## src/rtl/mem_port_arbiter.sv

```systemverilog
// ============================================================================
//  Module   : mem_port_arbiter
//  Purpose  : Shares one req/ack memory between instruction-fetch and data ports.
//  Revision : 1.0  initial release
// ============================================================================
`default_nettype none

module mem_port_arbiter #(
    parameter int AW      = 32,
    parameter int DW      = 32,
    parameter int TIMEOUT = 255
) (
    input  logic          clk,
    input  logic          reset,
    input  logic          i_req,
    input  logic [AW-1:0] i_addr,
    output logic [DW-1:0] i_rdata,
    output logic          i_valid,
    input  logic          d_req,
    input  logic          d_we,
    input  logic [2:0]    d_ctrl,
    input  logic [AW-1:0] d_addr,
    input  logic [DW-1:0] d_wdata,
    output logic [DW-1:0] d_rdata,
    output logic          d_valid,
    output logic          stall,
    output logic          err,
    output logic          m_req,
    output logic          m_we,
    output logic [2:0]    m_ctrl,
    output logic [AW-1:0] m_addr,
    output logic [DW-1:0] m_wdata,
    input  logic          m_ack,
    input  logic [DW-1:0] m_rdata
);

    typedef enum logic [1:0] {
        S_IDLE  = 2'd0,
        S_FETCH = 2'd1,
        S_DATA  = 2'd2
    } state_t;

    localparam logic [15:0] C_TIMEOUT = 16'(TIMEOUT);

    state_t      r_state;
    state_t      w_state_nxt;
    logic        r_last_data;
    logic [15:0] r_wd_cnt;
    logic        w_i_pend;
    logic        w_d_pend;
    logic        w_grant_i;
    logic        w_grant_d;
    logic        w_wd_hit;

    // A port whose valid is pulsing this cycle is already served.
    assign w_i_pend = i_req & ~i_valid;
    assign w_d_pend = d_req & ~d_valid;
    assign stall    = w_i_pend | w_d_pend;
    assign w_wd_hit = (r_wd_cnt >= (C_TIMEOUT - 16'd1));

    always_ff @(posedge clk or posedge reset) begin
        if (reset) begin
            r_state <= S_IDLE;
        end else begin
            r_state <= w_state_nxt;
        end
    end

    always_comb begin
        w_state_nxt = r_state;
        w_grant_i   = 1'b0;
        w_grant_d   = 1'b0;
        case (r_state)
            S_IDLE: begin
                if (w_i_pend && (!w_d_pend || r_last_data)) begin
                    w_grant_i   = 1'b1;
                    w_state_nxt = S_FETCH;
                end else if (w_d_pend) begin
                    w_grant_d   = 1'b1;
                    w_state_nxt = S_DATA;
                end
            end
            S_FETCH, S_DATA: begin
                if (m_ack) begin
                    w_state_nxt = S_IDLE;
                end
            end
            default: w_state_nxt = S_IDLE;
        endcase
    end

    always_ff @(posedge clk or posedge reset) begin
        if (reset) begin
            m_req       <= 1'b0;
            m_we        <= 1'b0;
            m_ctrl      <= 3'd0;
            m_addr      <= '0;
            m_wdata     <= '0;
            i_rdata     <= '0;
            d_rdata     <= '0;
            i_valid     <= 1'b0;
            d_valid     <= 1'b0;
            err         <= 1'b0;
            r_last_data <= 1'b1;
            r_wd_cnt    <= 16'd0;
        end else begin
            i_valid <= 1'b0;
            d_valid <= 1'b0;
            if (w_grant_i) begin
                m_req    <= 1'b1;
                m_we     <= 1'b0;
                m_ctrl   <= 3'd0;
                m_addr   <= i_addr;
                m_wdata  <= '0;
                r_wd_cnt <= 16'd0;
            end else if (w_grant_d) begin
                m_req    <= 1'b1;
                m_we     <= d_we;
                m_ctrl   <= d_ctrl;
                m_addr   <= d_addr;
                m_wdata  <= d_wdata;
                r_wd_cnt <= 16'd0;
            end else if (r_state != S_IDLE) begin
                if (m_ack) begin
                    m_req <= 1'b0;
                    m_we  <= 1'b0;
                    if (r_state == S_FETCH) begin
                        i_rdata     <= m_rdata;
                        i_valid     <= 1'b1;
                        r_last_data <= 1'b0;
                    end else begin
                        // Stores complete with a pulse but leave load data intact.
                        if (!m_we) begin
                            d_rdata <= m_rdata;
                        end
                        d_valid     <= 1'b1;
                        r_last_data <= 1'b1;
                    end
                end else if (m_req) begin
                    if (r_wd_cnt != 16'hFFFF) begin
                        r_wd_cnt <= r_wd_cnt + 16'd1;
                    end
                    if (w_wd_hit) begin
                        err <= 1'b1;
                    end
                end
            end
        end
    end

endmodule

`default_nettype wire
```

## config.mk

```make
export PLATFORM = sky130hd
export DESIGN_NAME = mem_port_arbiter
export DESIGN_NICKNAME = d
export VERILOG_FILES = /design/src/rtl/mem_port_arbiter.sv
export SDC_FILE = /design/constraint.sdc
export NUM_CORES = 1
export LEC_CHECK = 0
export CAP_MARGIN = 25
export CORE_MARGIN = 8
export CORE_UTILIZATION = 40
export CTS_BUF_LIST = sky130_fd_sc_hd__clkbuf_4 sky130_fd_sc_hd__clkbuf_8
export DETAILED_ROUTE_END_ITERATION = 8
export HOLD_SLACK_MARGIN = 0.03
export PLACE_DENSITY = 0.76
export SYNTH_ARGS = -nofsm -noshare
export SYNTH_HDL_FRONTEND = slang
export SYNTH_SLANG_ARGS = --single-unit
```

## constraint.sdc

```tcl
create_clock -name clk -period 11.1 [get_ports clk]
set_input_delay 1.11 -clock clk [delete_from_list [all_inputs] [get_ports clk]]
set_output_delay 1.11 -clock clk [all_outputs]
set_load 0.01 [all_outputs]
```

# Word-level counts from Yosys, hierarchy flattened
# Index checks and enable logic that the tools add are counted.
[word_totals]
register_bits = 155
wordCells = 86
[op_classes]
muxes = 37
reduce_logical = 18
n_eq_ne = 6
n_lt_le_gt_ge = 1
n_bitwise = 10
addsub = 1
[op_table]
columns = ["operator", "n"]
rows = [
  ["two-way mux 32 bit", 4],
  ["two-way mux 16 bit", 6],
  ["two-way mux 1 bit", 21],
  ["adder 16 x 1 -> 16 bit, second input constant", 1],
  [">= comparator 16 x 8 -> 1 bit, second input constant", 1],
  ["inequality test 16 bit, second input constant", 1],
  ["AND reduction 6 bit", 2],
  ["nonzero test 3 bit", 4],
  ["AND reduction 4 bit", 2],
  ["NOT 1 bit", 7],
  ["two-way mux 2 bit", 3],
  ["two-way mux 3 bit", 2],
  ["AND reduction 5 bit", 1],
  ["one-hot mux 2 bit (2 select lines)", 1],
  ["AND reduction 2 bit", 2],
  ["nonzero test 2 bit", 2],
  ["inequality test 3 x 1 -> 1 bit, second input constant", 1],
  ["inequality test 3 bit, second input constant", 1],
  ["AND 1 bit", 2],
  ["equality test 2 x 1 -> 1 bit, second input constant", 1],
  ["equality test 2 bit, second input constant", 1],
  ["zero test 2 bit", 1],
  ["inequality test 2 bit, second input constant", 1],
  ["OR reduction 2 bit", 1],
  ["other kinds (4)", 4],
]

# Logic depth before layout (Yosys ltp)
[logic_depth]
word_depth = 9
depth_mapped = 10
mapped_depth_nobuf = 6

# Worst setup path before layout
# OpenSTA, ideal clock, no wires.
[synth_path]
kind = "input port to output port"
startpoint = "input port i_req"
endpoint = "output port stall"
required_ps = 9990
arrival_ps = 1532
path_stages = 3
path_slack_ps = 8458
path_cell_list = "nor2b_1 nor2_1 inv_1"
[synth_via]
elab_chain_len = 2
[synth_lines]
columns = ["item", "line_no", "text"]
rows = [
  ["from (decl)", "15", "input logic i_req,"],
  ["AND 1 bit", "56", "assign w_i_pend = i_req & ~i_valid;"],
  ["bitwise OR 1 bit", "58", "assign stall = w_i_pend | w_d_pend;"],
  ["to (decl)", "26", "output logic stall,"],
]
# Every way passes these cells.

# Final worst setup path
# Ends and elaborated chain as after synthesis.

==> qor.txt <==
RUN STATUS
---------------------------------------------------------------------------------
Status ............................................................. complete, no violations

TIMING
---------------------------------------------------------------------------------
Highest achievable clock rate ......................................      256 MHz
Clock skew after layout ............................................    0.0105 ns
Final setup TNS ....................................................         0 ns
Setup violation total in the final timing report ...................            0
Worst-case headroom to the max-slew limit ..........................        0.449
Count of final max-slew check failures .............................            0
Final critical path time including I/O delays and setup ............      3.90 ns
Final Hold Fails ...................................................            0
Period utilization .................................................        0.351
Setup repair after global routing missed its margin ................        false
Slew @ Worst Pin ...................................................     0.820 ns

CRITICAL PATH
---------------------------------------------------------------------------------
Crit path kind ..................................................... input port to output port
Critical path startpoint category ..................................   input port
Required @ worst endpoint ..........................................      9.99 ns
Number of logic stages on the critical path including buffering ....            5
Depth of the most critical reg-to-reg path .........................            7
CP top delay family ................................................ buffers and inverters
Critical path's most frequent cell ................................. clkdlybuf4s50_1
Slowest cell delay on critical path ................................      0.55 ns
Worst path cell trace .............................................. clkdlybuf4s50_1 > nor2b_1 > nor2_1 > inv_1 > clkdlybuf4s50_1
Arrival @ worst endpoint ...........................................      2.79 ns
Critical-path top delay cell ....................................... clkdlybuf4s50_1
Endpoint class of the critical path ................................  output port
Number of buffer and inverter instances along the worst setup path .            3
Crit-path max FO ...................................................            5

ROUTING
---------------------------------------------------------------------------------
Detailed Route WL ..................................................     20000 µm
Router iterations before antenna repair ............................            4
Vias ...............................................................         5275
Number of DRC violations after detailed-routing iteration 0 ........          252
Number of nets still failing antenna checks after routing ..........            0
Vias per cell ......................................................         5.15
Routed wire per std cell ...........................................      19.5 µm
Number of design rule violations left after detail routing .........            0

FLOW RUN
---------------------------------------------------------------------------------
Max-capacitance violation count ....................................            0

LAYOUT
---------------------------------------------------------------------------------
Post-route standard cell area excluding fillers ....................     9840 µm²
Final-layout fill cell count .......................................         1277
Top library cells by usage in the layout, fill and taps aside ...... clkdlybuf4s50_1, dfrtp_1, nand2_1, mux2_2, nor2_1
Diode count ........................................................            0
Area grow syn2layout ...............................................        53.3%
Register area ......................................................     3880 µm²
Commonest non-fill, non-tap cell in the layout ..................... clkdlybuf4s50_1
Fraction of layout cells with a size suffix above 1 ................        0.151
Multi-input gate area in the final layout ..........................     2360 µm²
Total Nets Final ...................................................          937

GLOBAL ROUTE
---------------------------------------------------------------------------------
First-pass GRT wire length .........................................     30800 µm
Vias in the first global route .....................................         5753
Pin count of the biggest net entering global routing ...............           68
Initial antenna violation count ....................................            1
Overflow left after global routing .................................            0
Total Routing Usage GR .............................................        0.195

FLOORPLAN
---------------------------------------------------------------------------------
DIE WIDTH ..........................................................       143 µm
Total die area .....................................................    20300 µm²
Initial cell density of the core ...................................        0.407
Num rows ...........................................................           46
Core region area ...................................................    15800 µm²
Die Y-Extent .......................................................       143 µm
Number of ports placed on the die boundary .........................          274

LOGIC SYNTHESIS
---------------------------------------------------------------------------------
Yosys warning total ................................................            0
Distinct cells, synth ..............................................           49
Predominant post-synthesis flop cell ...............................      dfrtp_1
Seq/Total Area, Yosys ..............................................        0.605
Number of standard cells after synthesis ...........................          529
Number of synthesized flops with an enable pin .....................            0
Async set or reset register ratio after synthesis ..................         1.00
Syn nets ...........................................................          670
Register bit count reported by yosys ...............................          155
Average size of a mapped cell ......................................     12.1 µm²
Syn Std Cell Area ..................................................     6410 µm²

MIN PATH
---------------------------------------------------------------------------------
Path type of the worst min-delay path .............................. flip-flop to flip-flop
Cell depth of the worst hold path ..................................            1

PLACE
---------------------------------------------------------------------------------
Post-DP HPWL .......................................................     14800 µm
Cell area after placement ..........................................     9400 µm²
Final estimated routing congestion in global placement .............        0.841
IO Port Bufs .......................................................          273

CLOCK TREE
---------------------------------------------------------------------------------
Post-CTS setup repair buffer count .................................            0
Number of buffers added to fix hold violations after cts ...........            0
Resized Gates After CTS ............................................            0
Clock tree from TritonCTS ..........................................         done
Maximum level of the CTS H-tree ....................................            4
Clock buffers created by TritonCTS .................................           17
Register clock-pin slew on the reported worst setup and hold paths .      0.09 ns
Maximum clock insertion buffer count ...............................            2
Cell at the root of the clock tree .................................     clkbuf_8
Insertion delay of the later-clocked pin in the worst-skew pair ....      0.45 ns
Clock sink count ...................................................          155

PWR
---------------------------------------------------------------------------------
Worst supply voltage drop on vdd ...................................       145 µV
Total leakage power ................................................      4.17 nW
Total power per unit cell area .....................................   270 nW/µm²

[worst register-to-register path: stages, from the launching register on]
cell,delay (ns)
dfrtp_1,0.41
inv_1,0.09
ha_1,0.36
and3b_1,0.23
and2_2,0.43
buf_4,0.53
nand2_1,0.22
a31oi_1,0.22
[synth_stat cells, types with 2 or more instances]
cell / number / area share
dfrtp_1: 154 / 0.60
nand2_1: 80 / 0.047
mux2_2: 63 / 0.11
nor2_1: 37 / 0.022
a22o_1: 36 / 0.049
a31oi_1: 33 / 0.032
buf_2: 17 / 0.013
a21oi_1: 12 / 0.0094
clkbuf_1: 11 / 0.0064
inv_1: 7 / 0.0041
o31ai_1: 7 / 0.0082
mux2i_1: 5 / 0.0078
nand4_1: 5 / 0.0049
o21ai_0: 5 / 0.0039
or4_1: 5 / 0.0059
buf_6: 4 / 0.0070
ha_1: 4 / 0.0078
nor2b_1: 4 / 0.0039
nand3_1: 3 / 0.0023
nor4_1: 3 / 0.0029
or3_2: 3 / 0.0035
and2_1: 2 / 0.0020
nor3_1: 2 / 0.0016
or4_2: 2 / 0.0027
[sequential cells by signal, summed over array words and instances (netlist names)]
name,cells
m_wdata,32
m_req,1
m_addr,32
r_wd_cnt,16
m_ctrl,3
d_valid,1
m_we,1
d_rdata,32
r_last_data,1
i_valid,1
i_rdata,32
err,1
r_state,2
[layer usage]
layer	part of all wire	global-route usage	wire, µm	vias up
li1	-	-	-	2429
met1	0.37	0.208	7460	2559
met2	0.48	0.319	9640	243
met3	0.12	0.101	2370	42
met4	0.027	0.0800	544	2
met5	0.00065	0	13	-
[cell families after synthesis]
logic type,synth area share
AO/OA/AOI/OAI,0.113
adder cells (fa/ha/maj),0.00780
buffers and inverters,0.0314
flip-flops,0.605
multiplexers,0.120
AND/OR/NAND/NOR,0.123
[per-stage QoR]
step           total power (W)  instances  hold slack, ns  setup WS [ns]  utilization
2_1_floorplan          0.00150        529           0.472           5.81            -
3_3_place_gp           0.00216        989           0.453           7.17        0.590
3_5_place_dp           0.00222        993           0.457           7.19        0.596
4_1_cts                0.00270       1025           0.477           7.19        0.624
5_1_grt                0.00281       1025           0.487           7.13        0.624
6_report               0.00266       1025           0.471           7.20        0.624
[cell type report]
cell class              count  share of cell area
inverters                   7             0.00318
multi-input cells         334               0.240
clock buffers              20              0.0274
well taps                 216              0.0275
repair buffers            281               0.291
clock inverters            12              0.0165
flip-flops and latches    155               0.394
[where the power goes]
group	switching [W]	leakage, nW	internal (W)
Sequential	0.000145	1.92	0.000821
Clock	0.000221	0.214	0.000240
Combinational	0.000530	2.04	0.000704
Total	0.000896	4.17	0.00176
[final timing paths]
kind / start / to / slack [ns]
max: i_req / stall / 7.20
min: err / err / 0.47
max reg2reg: r_state[1] / m_addr[29] / 8.54
min reg2reg: err / err / 0.47
max in group asynchronous: reset / m_addr[29] / 8.81
min in group asynchronous: reset / m_wdata[14] / 1.10
Note: power is estimated with default switching activity, not from simulation.
